===== src/rtl/instr_fetch_unit_pkg.sv =====
// Shared definitions for the instruction fetch unit: memory geometry,
// the HALT opcode, opcode field position and the fetch FSM encoding.
package instr_fetch_unit_pkg;

  localparam int DEPTH = 10;
  localparam int WIDTH = 15;
  localparam int AW    = 4;

  localparam logic [4:0] HALT_OP = 5'b11111;
  localparam int OP_MSB = 14;
  localparam int OP_LSB = 10;

  typedef enum logic [1:0] {
    ST_IDLE  = 2'b00,
    ST_FETCH = 2'b01,
    ST_HALT  = 2'b10
  } state_t;

  function automatic logic [4:0] opcode(input logic [WIDTH-1:0] word);
    return word[OP_MSB:OP_LSB];
  endfunction

endpackage


===== src/rtl/instr_fetch_unit_if.sv =====
// Bus bundle between the fetch unit, the RAM read port 1 and the decode stage.
//   master : fetch unit side (drives RA, IR, VALID, PC, BUSY, FAULT)
//   slave  : environment side (drives START, STOP, BRV, BRT, RD, READY)
interface instr_fetch_unit_if;
  import instr_fetch_unit_pkg::*;

  logic             fetchunitSTART;
  logic             fetchunitSTOP;
  logic             fetchunitBRV;
  logic [AW-1:0]    fetchunitBRT;
  logic [AW-1:0]    fetchunitRA;
  logic [WIDTH-1:0] fetchunitRD;
  logic [WIDTH-1:0] fetchunitIR;
  logic             fetchunitVALID;
  logic             fetchunitREADY;
  logic [AW-1:0]    fetchunitPC;
  logic             fetchunitBUSY;
  logic             fetchunitFAULT;

  modport master (
    input  fetchunitSTART, fetchunitSTOP, fetchunitBRV, fetchunitBRT,
           fetchunitRD, fetchunitREADY,
    output fetchunitRA, fetchunitIR, fetchunitVALID, fetchunitPC,
           fetchunitBUSY, fetchunitFAULT
  );

  modport slave (
    output fetchunitSTART, fetchunitSTOP, fetchunitBRV, fetchunitBRT,
           fetchunitRD, fetchunitREADY,
    input  fetchunitRA, fetchunitIR, fetchunitVALID, fetchunitPC,
           fetchunitBUSY, fetchunitFAULT
  );

endinterface


===== src/rtl/instr_fetch_unit_pc_counter.sv =====
// Program counter: modulo-DEPTH up-counter with parallel load.
//   clk, rst  : clock, asynchronous active-high reset
//   load      : load load_val (branch redirect), takes priority over inc
//   load_val  : branch target, already range-checked by the caller
//   inc       : advance by one, wrapping DEPTH-1 -> 0
//   count     : current program counter
module instr_fetch_unit_pc_counter
  import instr_fetch_unit_pkg::*;
(
  input  logic          clk,
  input  logic          rst,
  input  logic          load,
  input  logic [AW-1:0] load_val,
  input  logic          inc,
  output logic [AW-1:0] count
);

  always_ff @(posedge clk or posedge rst) begin
    if (rst) begin
      count <= '0;
    end else if (load) begin
      count <= load_val;
    end else if (inc) begin
      count <= (count == AW'(DEPTH - 1)) ? '0 : count + 1'b1;
    end
  end

endmodule


===== src/rtl/instr_fetch_unit.sv =====
// Instruction fetch stage. Owns the PC, reads RAM port 1 combinationally
// through RA/RD, registers each word into IR and hands it to decode over
// VALID/READY. Handles branch redirects, START/STOP and the HALT opcode.
//   fetchunitCLK / fetchunitRST : clock, asynchronous active-high reset
//   bus (master)                : control, RAM read port and decode handshake
module instr_fetch_unit
  import instr_fetch_unit_pkg::*;
(
  input  logic         fetchunitCLK,
  input  logic         fetchunitRST,
  instr_fetch_unit_if.master bus
);

  state_t           state, state_nxt;
  logic [AW-1:0]    pc;
  logic [WIDTH-1:0] ir;
  logic [AW-1:0]    ir_pc;
  logic             valid;
  logic             fault;

  logic br_illegal;
  logic stop_act;
  logic br_legal;
  logic do_fetch;

  // Out-of-range targets would point the RAM at undriven words, so they
  // fault instead of loading the PC.
  assign br_illegal = bus.fetchunitBRV && (bus.fetchunitBRT >= AW'(DEPTH));
  assign stop_act   = (state == ST_FETCH) && bus.fetchunitSTOP;
  // STOP outranks a legal redirect; the redirect is dropped that cycle.
  assign br_legal   = bus.fetchunitBRV && !br_illegal && !stop_act;
  assign do_fetch   = (state == ST_FETCH) && !bus.fetchunitSTOP &&
                      !bus.fetchunitBRV && (!valid || bus.fetchunitREADY);

  instr_fetch_unit_pc_counter u_pc (
    .clk      (fetchunitCLK),
    .rst      (fetchunitRST),
    .load     (br_legal),
    .load_val (bus.fetchunitBRT),
    .inc      (do_fetch),
    .count    (pc)
  );

  always_ff @(posedge fetchunitCLK or posedge fetchunitRST) begin
    if (fetchunitRST) begin
      state <= ST_IDLE;
    end else begin
      state <= state_nxt;
    end
  end

  always_comb begin
    state_nxt = state;
    if (br_illegal) begin
      state_nxt = ST_HALT;
    end else if (stop_act) begin
      state_nxt = ST_IDLE;
    end else begin
      case (state)
        ST_IDLE, ST_HALT: begin
          if (bus.fetchunitSTART && !fault) state_nxt = ST_FETCH;
        end
        ST_FETCH: begin
          if (do_fetch && (opcode(bus.fetchunitRD) == HALT_OP)) state_nxt = ST_HALT;
        end
        default: state_nxt = ST_IDLE;
      endcase
    end
  end

  always_ff @(posedge fetchunitCLK or posedge fetchunitRST) begin
    if (fetchunitRST) begin
      ir    <= '0;
      ir_pc <= '0;
      valid <= 1'b0;
      fault <= 1'b0;
    end else if (br_illegal) begin
      valid <= 1'b0;
      fault <= 1'b1;
    end else if (br_legal) begin
      valid <= 1'b0;
    end else if (do_fetch) begin
      ir    <= bus.fetchunitRD;
      ir_pc <= pc;
      valid <= 1'b1;
    end else if (bus.fetchunitREADY) begin
      valid <= 1'b0;
    end
  end

  assign bus.fetchunitRA    = pc;
  assign bus.fetchunitIR    = ir;
  assign bus.fetchunitPC    = ir_pc;
  assign bus.fetchunitVALID = valid;
  assign bus.fetchunitFAULT = fault;
  assign bus.fetchunitBUSY  = (state == ST_FETCH);

endmodule


===== src/flat_wrapper.sv =====
// flat-port wrapper written by rule: the top's interface ports become plain ports
module instr_fetch_unit_flat import instr_fetch_unit_pkg::*;
  (fetchunitCLK, fetchunitRST, bus_fetchunitSTART, bus_fetchunitSTOP, bus_fetchunitBRV, bus_fetchunitBRT, bus_fetchunitRD, bus_fetchunitREADY, bus_fetchunitRA, bus_fetchunitIR, bus_fetchunitVALID, bus_fetchunitPC, bus_fetchunitBUSY, bus_fetchunitFAULT);
  instr_fetch_unit_if bus_i ();
  input  logic fetchunitCLK;
  input  logic fetchunitRST;
  input wire logic [$bits(bus_i.fetchunitSTART)-1:0] bus_fetchunitSTART;
  input wire logic [$bits(bus_i.fetchunitSTOP)-1:0] bus_fetchunitSTOP;
  input wire logic [$bits(bus_i.fetchunitBRV)-1:0] bus_fetchunitBRV;
  input wire logic [$bits(bus_i.fetchunitBRT)-1:0] bus_fetchunitBRT;
  input wire logic [$bits(bus_i.fetchunitRD)-1:0] bus_fetchunitRD;
  input wire logic [$bits(bus_i.fetchunitREADY)-1:0] bus_fetchunitREADY;
  output wire logic [$bits(bus_i.fetchunitRA)-1:0] bus_fetchunitRA;
  output wire logic [$bits(bus_i.fetchunitIR)-1:0] bus_fetchunitIR;
  output wire logic [$bits(bus_i.fetchunitVALID)-1:0] bus_fetchunitVALID;
  output wire logic [$bits(bus_i.fetchunitPC)-1:0] bus_fetchunitPC;
  output wire logic [$bits(bus_i.fetchunitBUSY)-1:0] bus_fetchunitBUSY;
  output wire logic [$bits(bus_i.fetchunitFAULT)-1:0] bus_fetchunitFAULT;
  assign bus_i.fetchunitSTART = bus_fetchunitSTART;
  assign bus_i.fetchunitSTOP = bus_fetchunitSTOP;
  assign bus_i.fetchunitBRV = bus_fetchunitBRV;
  assign bus_i.fetchunitBRT = bus_fetchunitBRT;
  assign bus_i.fetchunitRD = bus_fetchunitRD;
  assign bus_i.fetchunitREADY = bus_fetchunitREADY;
  assign bus_fetchunitRA = bus_i.fetchunitRA;
  assign bus_fetchunitIR = bus_i.fetchunitIR;
  assign bus_fetchunitVALID = bus_i.fetchunitVALID;
  assign bus_fetchunitPC = bus_i.fetchunitPC;
  assign bus_fetchunitBUSY = bus_i.fetchunitBUSY;
  assign bus_fetchunitFAULT = bus_i.fetchunitFAULT;
  instr_fetch_unit u_core (.fetchunitCLK(fetchunitCLK), .fetchunitRST(fetchunitRST), .bus(bus_i));
endmodule

===== config.mk =====
export PLATFORM = sky130hd
export DESIGN_NAME = instr_fetch_unit_flat
export DESIGN_NICKNAME = d
export VERILOG_FILES = /design/src/rtl/instr_fetch_unit_pkg.sv /design/src/rtl/instr_fetch_unit_if.sv /design/src/rtl/instr_fetch_unit_pc_counter.sv /design/src/rtl/instr_fetch_unit.sv /design/src/flat_wrapper.sv
export SDC_FILE = /design/constraint.sdc
export NUM_CORES = 1
export LEC_CHECK = 0
export BUFFER_PORTS_ARGS = -buffer_cell sky130_fd_sc_hd__buf_2
export CORE_MARGIN = 3
export CORE_UTILIZATION = 47
export DETAILED_ROUTE_END_ITERATION = 10
export PLACE_DENSITY = 0.8
export SLEW_MARGIN = 20
export SYNTH_ARGS = -nofsm -noshare
export SYNTH_HDL_FRONTEND = slang
export SYNTH_SLANG_ARGS = --single-unit

===== constraint.sdc =====
create_clock -name fetchunitCLK -period 1.8 [get_ports fetchunitCLK]
set_clock_uncertainty 0.05 [all_clocks]
set_input_delay 0.36 -clock fetchunitCLK [delete_from_list [all_inputs] [get_ports fetchunitCLK]]
set_output_delay 0.36 -clock fetchunitCLK [all_outputs]
set_load 0.02 [all_outputs]

## Yosys cells after proc, flatten, opt, wreduce, memory -nomap -nowiden

Index checks and enable logic that the tools add are counted.
W data, S select, Z words.

| word-level totals | value |
|---|---|
| input bits | 25 |
| flip-flop bits (word level) | 27 |
| memories kept | 0 |
| output and inout bits | 26 |
| bits in writable memories | 0 |
| bits in read-only memories | 0 |
| latch bits | 0 |

| cells by class | value |
|---|---|
| multiply operators | 0 |
| reduce and logical (&&, ||, !) cells | 22 |
| $add $sub $neg | 1 |
| shift-type cells | 0 |
| bitwise operators | 2 |
| divide/modulo/power cells | 0 |
| $lt $le $gt $ge | 1 |
| equal/unequal tests | 6 |
| multiplexer cells | 12 |

Operators by type and width:

| operator | number |
|---|---|
| $mux W4 | 3 |
| $logic_and A1 B1 Y1 | 9 |
| $mux W2 | 4 |
| $ne A4 B1 Y1 const B | 2 |
| $logic_not A1 Y1 | 6 |
| $eq A5 B5 Y1 const B | 1 |
| $add A4 B1 Y4 const B | 1 |
| $eq A4 B4 Y1 const B | 1 |
| $ge A4 B4 Y1 const B | 1 |
| $mux W1 | 4 |
| $pmux W2 S2 | 1 |
| $reduce_bool A4 Y1 | 1 |
| $reduce_and A3 Y1 | 1 |
| $eq A2 B1 Y1 const B | 1 |
| $eq A2 B2 Y1 const B | 1 |
| $logic_not A2 Y1 | 1 |
| $not A1 Y1 | 2 |
| $reduce_and A2 Y1 | 1 |
| $reduce_bool A2 Y1 | 1 |
| $reduce_or A2 Y1 | 1 |
| $logic_or A1 B1 Y1 | 1 |

## Depth between registers and ports, before layout

Gate-level depths: netlist (run 1).

| depth | value |
|---|---|
| depth in word-level cells | 9 |
| depth in mapped cells | 5 |

## Cells and area by module

A second synthesis (run 1) with hierarchy kept.

| unflattened totals | value |
|---|---|
| cell total of the unflattened synthesis | 90 |
| area, all modules | 1,262.5 µm² |

By module, submodules not included:

| module | cells an instance | instances | area an instance (µm²) | seq. area each (µm²) |
|---|---|---|---|---|
| instr_fetch_unit | 65 | 1 | 1,034.7 | 575.6 |
| instr_fetch_unit_pc_counter | 25 | 1 | 227.7 | 100.1 |

## Least setup slack after synthesis (run 1)

OpenSTA, ideal clock, no wires.

| timing | value |
|---|---|
| kind | reg2reg |
| start | register u_core.state[1] |
| end | register u_core.ir[0] (netlist: u_core.bus.fetchunitIR[0]) |
| arrival | 1.368 ns |
| buffers on the path | 1 |
| cell stages (with the launch flop) | 5 |
| slack | 0.257 ns |
| cell sequence | dfrtp_1 -> nor4b_4 -> nand2_4 -> buf_6 -> mux2_4 |

| between the ends | value |
|---|---|
| cells in the longest elaborated chain, start to end | 6 |
| elaborated cells between the ends (all ways) | 9 |

Ends and longest elaborated chain:

| item | RTL line | source |
|---|---|---|
| start, declared | instr_fetch_unit.sv:14 | `state_t state, state_nxt;` |
| start signal, assigned | instr_fetch_unit.sv:48 | `state <= state_nxt;` |
| $eq A2 B1 Y1 * | instr_fetch_unit.sv:29, instr_fetch_unit.sv:32 |  |
| $logic_and A1 B1 Y1 | instr_fetch_unit.sv:29 | `assign stop_act = (state == ST_FETCH) && bus.fetchunitSTOP;` |
| $logic_not A1 Y1 | instr_fetch_unit.sv:31 | `assign br_legal = bus.fetchunitBRV && !br_illegal && !stop_act;` |
| $logic_and A1 B1 Y1 | instr_fetch_unit.sv:31 |  |
| $not A1 Y1 (no source line) | -- |  |
| $reduce_and A3 Y1 (no source line) * | -- |  |
| end signal, assigned | instr_fetch_unit.sv:83 | `ir <= bus.fetchunitRD;` |
| end, declared | instr_fetch_unit.sv:16 | `logic [WIDTH-1:0] ir;` |

Every way passes the cells marked *; elsewhere a longest branch is shown, timed or not.
A chain may end at the register's enable or synchronous reset.

## Worst setup path after layout (run 1)

| timing | value |
|---|---|
| start | register u_core.state[1] |
| end | register u_core.u_pc.count[3] |

| between the ends | value |
|---|---|
| cells in the longest elaborated chain, start to end | 5 |
| elaborated cells between the ends (all ways) | 9 |

Ends and longest elaborated chain:

| item | RTL line | source |
|---|---|---|
| $eq A2 B1 Y1 * | instr_fetch_unit.sv:29, instr_fetch_unit.sv:32 |  |
| $logic_and A1 B1 Y1 (on tied branches) | instr_fetch_unit.sv:29, instr_fetch_unit.sv:32 |  |
| $logic_not A1 Y1 or $logic_and A1 B1 Y1 (tied branches) | instr_fetch_unit.sv:31, instr_fetch_unit.sv:32 |  |
| $logic_and A1 B1 Y1 (on tied branches) | instr_fetch_unit.sv:31, instr_fetch_unit.sv:33 |  |
| $mux W4 or $reduce_bool A2 Y1 (tied branches) | -- |  |
| end signal, assigned | instr_fetch_unit_pc_counter.sv:22 | `count <= load_val;` |
| end signal, assigned | instr_fetch_unit_pc_counter.sv:24 | `count <= (count == AW'(DEPTH - 1)) ? '0 : count + 1'b1;` |
| end, declared | instr_fetch_unit_pc_counter.sv:15 | `output logic [AW-1:0] count` |

Marks and branches as above.

==> impl_metrics.env, run 1 <==
export IMPL_crit_arrival_ps=1940
export IMPL_grt_pass1_wl_um=4370
export IMPL_first_pass_iters=4
export IMPL_wl_per_cell_um=15.6
export IMPL_rsz0062_at_grt="no"
export IMPL_path_clk_slew_ps=150
export IMPL_syn_area_um2=1260
export IMPL_num_vias=950
export IMPL_layout_common_cells="buf_2, dfrtp_1, mux2_4, nand2_1"
export IMPL_setup_violations=0
export IMPL_holdPathStages=3
export IMPL_synthTopCellsByArea="dfrtp_1, mux2_4, nand2_1, nand2b_1, nor2b_1"
export IMPL_max_slew_margin_rel_pct=68.4
export IMPL_period_needed_ps=1710
export IMPL_wl_met2_um=1380
export IMPL_r2r_start="u_core.state[1]"
export IMPL_cap_viol_max_count=0
export IMPL_worst_pin_slew_ps=473
export IMPL_root_buffer="clkbuf_4"
export IMPL_core_area_um2=2520
export IMPL_end_kind="flip-flop"
export IMPL_nets=173
export IMPL_fp_dieW_um=57.8
export IMPL_num_rows=18
export IMPL_min_from="bus_fetchunitBRT[0]"
export IMPL_yosys_cell_types_count=29
export IMPL_grt_max_degree=20
export IMPL_clk_path_buf_depth=2
export IMPL_final_common_cell="buf_2"
export IMPL_syn_to_final_growth_pct=26.6
export IMPL_p_leak_nw=0.878
export IMPL_reg2reg_to="u_core.u_pc.count[3]"
export IMPL_crit_type="reg -> reg"
export IMPL_io_buffers=50
export IMPL_drt_iter0_drc=29
export IMPL_synth_top_area_share_pct=53.5
export IMPL_avgSynthCellArea_um2=13.7
export IMPL_antennaDiodeCount=0
export IMPL_wl_um=2750
export IMPL_die_area_um2=3340
export IMPL_drive_gt1_share_pct=53.1
export IMPL_dr_wl_met3_um=244
export IMPL_gp_congestion=0.756
export IMPL_synthCells=92
export IMPL_maxSlewViolCount=0
export IMPL_worst_r2r_cell_count=5
export IMPL_antenna_found_initial=0
export IMPL_status="finished, final reports clean"
export IMPL_ant_nets=0
export IMPL_htreeDepth=1
export IMPL_cts_resized=0
export IMPL_dp_hpwl_um=2120
export IMPL_yosysTopAreaCell="dfrtp_1"
export IMPL_synth_nets=117
export IMPL_io_pins=51
export IMPL_maxUsedRoutingLayer="met4"
export IMPL_hp_class="in -> reg"
export IMPL_drt_met1_wl_um=1100
export IMPL_irDropWorstVdd_mv=0.686
export IMPL_crit_required_ps=2030
export IMPL_fin_util_pct=63.3
export IMPL_hold_viol=0
export IMPL_gr_total_overflow=0
export IMPL_fin_setup_tns_ps=0
export IMPL_rrSetupSlack_ps=90
export IMPL_hold_end="u_core.u_pc.count[0]"
export IMPL_tritoncts="built"
export IMPL_ys_seq_elements=27
export IMPL_fmax_mhz=584
export IMPL_drc=0
export IMPL_power_density_nw_per_um2=875
export IMPL_grtUsageTotal_pct=17.2
export IMPL_crit_fanout=5
export IMPL_viasPerCell=5.37
export IMPL_die_h_um=57.8
export IMPL_cts_buffers=3
export IMPL_crit_path_start_kind="flip-flop"
export IMPL_clkLatencyLatePin_ps=330
export IMPL_min_period_over_period_pct=95.1
export IMPL_grt_pass1_vias=929
export IMPL_initial_utilization_pct=50.0
export IMPL_clock_sinks=27
export IMPL_synth_seq_area_share_pct=53.5
export IMPL_yosysWarnings=0
==> kinds of logic (layout without fill, tap and decap cells) <==
logic type | Yosys count | in the layout | share of synthesized area, %
mux | 19 | 19 | 21.6
flops | 27 | 27 | 53.5
compound gates | 11 | 11 | 6.34
simple gates | 31 | 31 | 16.1
buf+inv | 4 | 59 | 2.48
==> metal layers <==
layer | up-vias | GRT usage, %
met5 | - | 0
met2 | 44 | 29.4
met3 | 6 | 5.35
met1 | 454 | 20.5
li1 | 446 | -
met4 | 0 | 5.63
==> what timing repair did <==
action | 4_1_cts | 5_1_grt
endpoints found under the setup margin | 0 | 0
hold buffers | 1 | 0
hold endpoints to repair | 12 | 0
setup buffers | 0 | 0
==> worst max-delay path by stage <==
stage / end / from / cells past startpoint
floorplan: u_core.bus.fetchunitIR[0] / u_core.state[1] / 4
global placement: u_core.u_pc.count[3] / bus_fetchunitBRV / 6
detailed placement: u_core.u_pc.count[3] / bus_fetchunitBRV / 6
CTS: u_core.u_pc.count[3] / u_core.state[1] / 5
global route: u_core.u_pc.count[3] / u_core.state[1] / 5
finish: u_core.u_pc.count[3] / u_core.state[1] / 5
==> cells in the mapped netlist (all sizes together) <==
cell type and count:
dfrtp 27, or3b 1, nand2 9, mux2i 1, o21ai 2, nor2b 4, o211ai 2, nor4b 1
nand3 4, mux2 18, a2bb2oi 1, nand2b 4, and4 1, nand3b 2, and3 1, o21a 2
a221o 1, o221ai 1, inv 1, nor3 1, a21oi 1, buf 3, o21bai 1, or3 1
nand4 2
==> layout make-up <==
type,instances,area [um^2]
Clock buffer,3,22.5
Clock inverter,1,7.51
Sequential cell,27,676
Tap cell,30,37.5
Fill cell,203,925
Inverter,1,3.75
Timing Repair Buffer,54,295
Multi-Input combinational cell,61,556
==> sequential cells by signal (all words and copies together) (netlist names) <==
name	cells
u_core.state	2
u_core.bus.fetchunitFAULT	1
u_core.bus.fetchunitVALID	1
u_core.u_pc.count	4
u_core.bus.fetchunitPC	4
u_core.bus.fetchunitIR	15
==> per-stage QoR <==
| stage | cell area, um^2 | instances | total power [mW] | worst slack (ps) | hold WS [ps] |
|---|---|---|---|---|---|
| after detailed placement | 1560 | 172 | 1.14 | 73.0 | 353 |
| final | 1600 | 177 | 1.40 | 88.4 | 187 |
| after floorplan | 1260 | 92 | 0.995 | 257 | 363 |
| after global routing | 1600 | 177 | 1.48 | 44.0 | 176 |
| after global placement | 1560 | 172 | 1.13 | 147 | 342 |
| after CTS | 1600 | 177 | 1.42 | 84.0 | 173 |
==> worst max-delay path: stages, from the launching register on <==
cell and delay [ps]:
dfrtp_1 470, nor4b_4 380, buf_4 190, nand3_2 120, or3_1 380, nand4_1 70
==> where the power goes <==
part           switching, mW  internal (mW)  total (mW)
clock                  0.183         0.0852       0.268
sequential            0.0601          0.688       0.748
combinational          0.202          0.179       0.381
total                  0.446          0.952        1.40
Power figures use the tool's default switching activity.
==> run 2, diff against run 1 <==
--- a/config.mk
+++ b/config.mk
@@ -13,4 +13,5 @@
 export SLEW_MARGIN = 20
 export SYNTH_ARGS = -nofsm -noshare
 export SYNTH_HDL_FRONTEND = slang
+export SYNTH_HIERARCHICAL = 1
 export SYNTH_SLANG_ARGS = --single-unit
==> run 2 against run 1 <==
Against the previous run: via count is 6.8% lower; highest routed layer is now met3; flip-flop and latch count did not move; clock-buffer cell count unchanged; fmax grew 5.6%; die area is the same.
==> impl_metrics.env, run 2 <==
export IMPL_synth_top_cells_by_count="dfrtp_1, mux2_4, inv_1, o21ai_0"
export IMPL_period_needed_ps=1620
export IMPL_min_period_over_period_pct=90.1
export IMPL_async_flop_share_pct=100
export IMPL_r2r_start="u_core/state[1]"
export IMPL_fp_dieW_um=57.8
export IMPL_hp_class="in -> reg"
export IMPL_swShare_pct=30.4
export IMPL_crit_type="reg -> reg"
export IMPL_yosys_cell_types_count=28
export IMPL_crit_path_start_kind="flip-flop"
export IMPL_synth_top_family_by_area="multiplexers"
export IMPL_syn_area_um2=1260
export IMPL_p_leak_nw=0.897
export IMPL_status="finished, final reports clean"
export IMPL_root_buffer="clkbuf_4"
export IMPL_synth_top_area_share_pct=53.5
export IMPL_syn_to_final_growth_pct=25.8
export IMPL_die_area_um2=3340
export IMPL_htreeDepth=1
export IMPL_clkLatencyLatePin_ps=300
export IMPL_cts_buffers=3
export IMPL_num_vias=885
export IMPL_hold_viol=0
export IMPL_synth_nets=115
export IMPL_synthCells=90
export IMPL_grtUsageTotal_pct=14.9
export IMPL_maxSlewViolCount=0
export IMPL_synthMuxAreaShare_pct=22.6
export IMPL_comb_power_share_pct=28.4
export IMPL_intPower_mw=0.963
export IMPL_synthTopCellsByArea="dfrtp_1, mux2_4, nor4b_4, buf_6, inv_1"
export IMPL_yosysWarnings=6
export IMPL_ant_nets=0
export IMPL_synth_adder_area_share_pct=0
export IMPL_grt_pass1_vias=879
export IMPL_initial_utilization_pct=50.0
export IMPL_drive_gt1_share_pct=54.8
export IMPL_seqPwrFrac_pct=53.9
export IMPL_wl_um=2390
export IMPL_worst_pin_slew_ps=406
export IMPL_synth_seq_area_share_pct=53.5
export IMPL_viasPerCell=5.03
export IMPL_end_kind="flip-flop"
export IMPL_tritoncts="built"
export IMPL_cap_viol_max_count=0
export IMPL_cts_setup_buffers=0
export IMPL_hold_end="u_core/bus.fetchunitIR[2]"
export IMPL_irDropWorstVdd_mv=0.497
export IMPL_finalNonFillerCells=176
export IMPL_synth_edf_count=0
export IMPL_fin_setup_tns_ps=0
export IMPL_final_common_cell="buf_2"
export IMPL_drt_iter0_drc=42
export IMPL_clock_sinks=27
export IMPL_crit_required_ps=2000
export IMPL_antennaDiodeCount=0
export IMPL_rsz0062_at_grt="no"
export IMPL_die_h_um=57.8
export IMPL_path_clk_slew_ps=140
export IMPL_dp_hpwl_um=1890
export IMPL_gp_congestion=0.800
export IMPL_num_rows=18
export IMPL_holdPathStages=2
export IMPL_antenna_found_initial=0
export IMPL_grt_max_degree=24
export IMPL_io_pins=51
export IMPL_synthSimpleGateAreaFrac_pct=11.8
export IMPL_io_buffers=50
export IMPL_ys_seq_elements=27
export IMPL_p_clk_share_pct=17.7
export IMPL_max_slew_margin_rel_pct=72.8
export IMPL_reg2reg_to="u_core/u_pc/count[1]"
export IMPL_yosysTopAreaCell="dfrtp_1"
export IMPL_placed_cells=171
export IMPL_largest_reg_flops=15
export IMPL_grt_pass1_wl_um=3970
export IMPL_fmax_mhz=617
export IMPL_gr_total_overflow=0
export IMPL_core_area_um2=2520
export IMPL_setup_violations=0
export IMPL_crit_fanout=4
export IMPL_min_from="bus_fetchunitRD[2]"
export IMPL_synth_compound_area_share_pct=7.14
export IMPL_synth_xor_area_share_pct=1.39
export IMPL_power_density_nw_per_um2=871
export IMPL_crit_arrival_ps=1820
export IMPL_nets=172
export IMPL_drc=0
export IMPL_worst_r2r_cell_count=6
export IMPL_yosysMostFrequentCell="dfrtp_1"
export IMPL_first_pass_iters=4
export IMPL_layout_common_cells="buf_2, dfrtp_1, mux2_4, inv_1, o21ai_0"
export IMPL_avgSynthCellArea_um2=14.0
export IMPL_p_sw_mw=0.421
export IMPL_rrSetupSlack_ps=180
export IMPL_ys_flop_type="dfrtp_1"
export IMPL_clk_path_buf_depth=2
export IMPL_wl_per_cell_um=13.6
[run 2: cell types whose count changed in the layout (fill, tap and decap cells not counted), moves of 2 or more]
cell	change
nor2b_1	-2
mux2_4	+3
mux2_2	-2
xnor2_1	+2
inv_1	+5
nand2_1	-5
o21ai_0	+2
[run 2: worst max-delay path by stage]
stage                     start  slack (ps)                   end
2_1_floorplan   u_core/state[1]         170  u_core/u_pc/count[1]
3_3_place_gp   bus_fetchunitBRV         200  u_core/u_pc/count[1]
3_5_place_dp   bus_fetchunitBRV         120  u_core/u_pc/count[1]
4_1_cts         u_core/state[1]         180  u_core/u_pc/count[1]
5_1_grt         u_core/state[1]          60  u_core/u_pc/count[1]
6_report        u_core/state[1]         180  u_core/u_pc/count[1]
[run 2: stage by stage]
| step | hold slack, ps | total power [mW] | setup WS (ps) | util (%) | instance area, um^2 |
|---|---|---|---|---|---|
| 4_1_cts | 211 | 1.41 | 176 | 62.9 | 1590 |
| 5_1_grt | 198 | 1.47 | 56.5 | 62.9 | 1590 |
| 2_1_floorplan | 76.1 | 1.01 | 169 | - | 1260 |
| 3_3_place_gp | 213 | 1.14 | 202 | 61.5 | 1550 |
| 3_5_place_dp | 212 | 1.15 | 123 | 61.5 | 1550 |
| 6_report | 221 | 1.38 | 179 | 62.9 | 1590 |
[run 2: layout make-up]
cell class | count | area [um^2]
fillers | 215 | 935
flip-flops and latches | 27 | 676
multi-input cells | 55 | 542
repair buffers | 54 | 283
well taps | 30 | 37.5
clock buffers | 3 | 22.5
inverters | 6 | 22.5
clock inverters | 1 | 5.00
[run 2: cell families after synthesis]
family	count (synthesis)
flops	27
simple gates	21
mux	19
compound gates	13
buf+inv	8
xor+xnor	2
[run 2: repair_timing]
| action | in CTS | in global routing |
|---|---|---|
| hold endpoints to repair | 4 | 0 |
| gates resized for setup | 0 | 0 |
| hold buffers | 1 | 0 |
[run 2: layer usage]
metal  global-route usage [%]  part of all wire (%)
met4                     1.99                     0
met5                        0                     0
met2                     22.4                    43
met3                     4.01                   8.2
met1                     22.1                    49
[run 2: critical path, stage by stage, from the launching register on]
cell       delay (ps)
dfrtp_1           460
nor4b_4           330
nand2_2           120
inv_1             120
nand2_1            90
a211o_1           250
a2bb2oi_2         140
[run 2: power by group through the flow]
| stage | Clock, mW | Combinational, mW | Sequential [mW] |
|---|---|---|---|
| after global placement | 0 | 0.388 | 0.757 |
| after global routing | 0.284 | 0.419 | 0.762 |
| after CTS | 0.261 | 0.398 | 0.748 |
| after detailed placement | 0 | 0.394 | 0.759 |
| final | 0.244 | 0.393 | 0.746 |
| after floorplan | 0 | 0.144 | 0.862 |
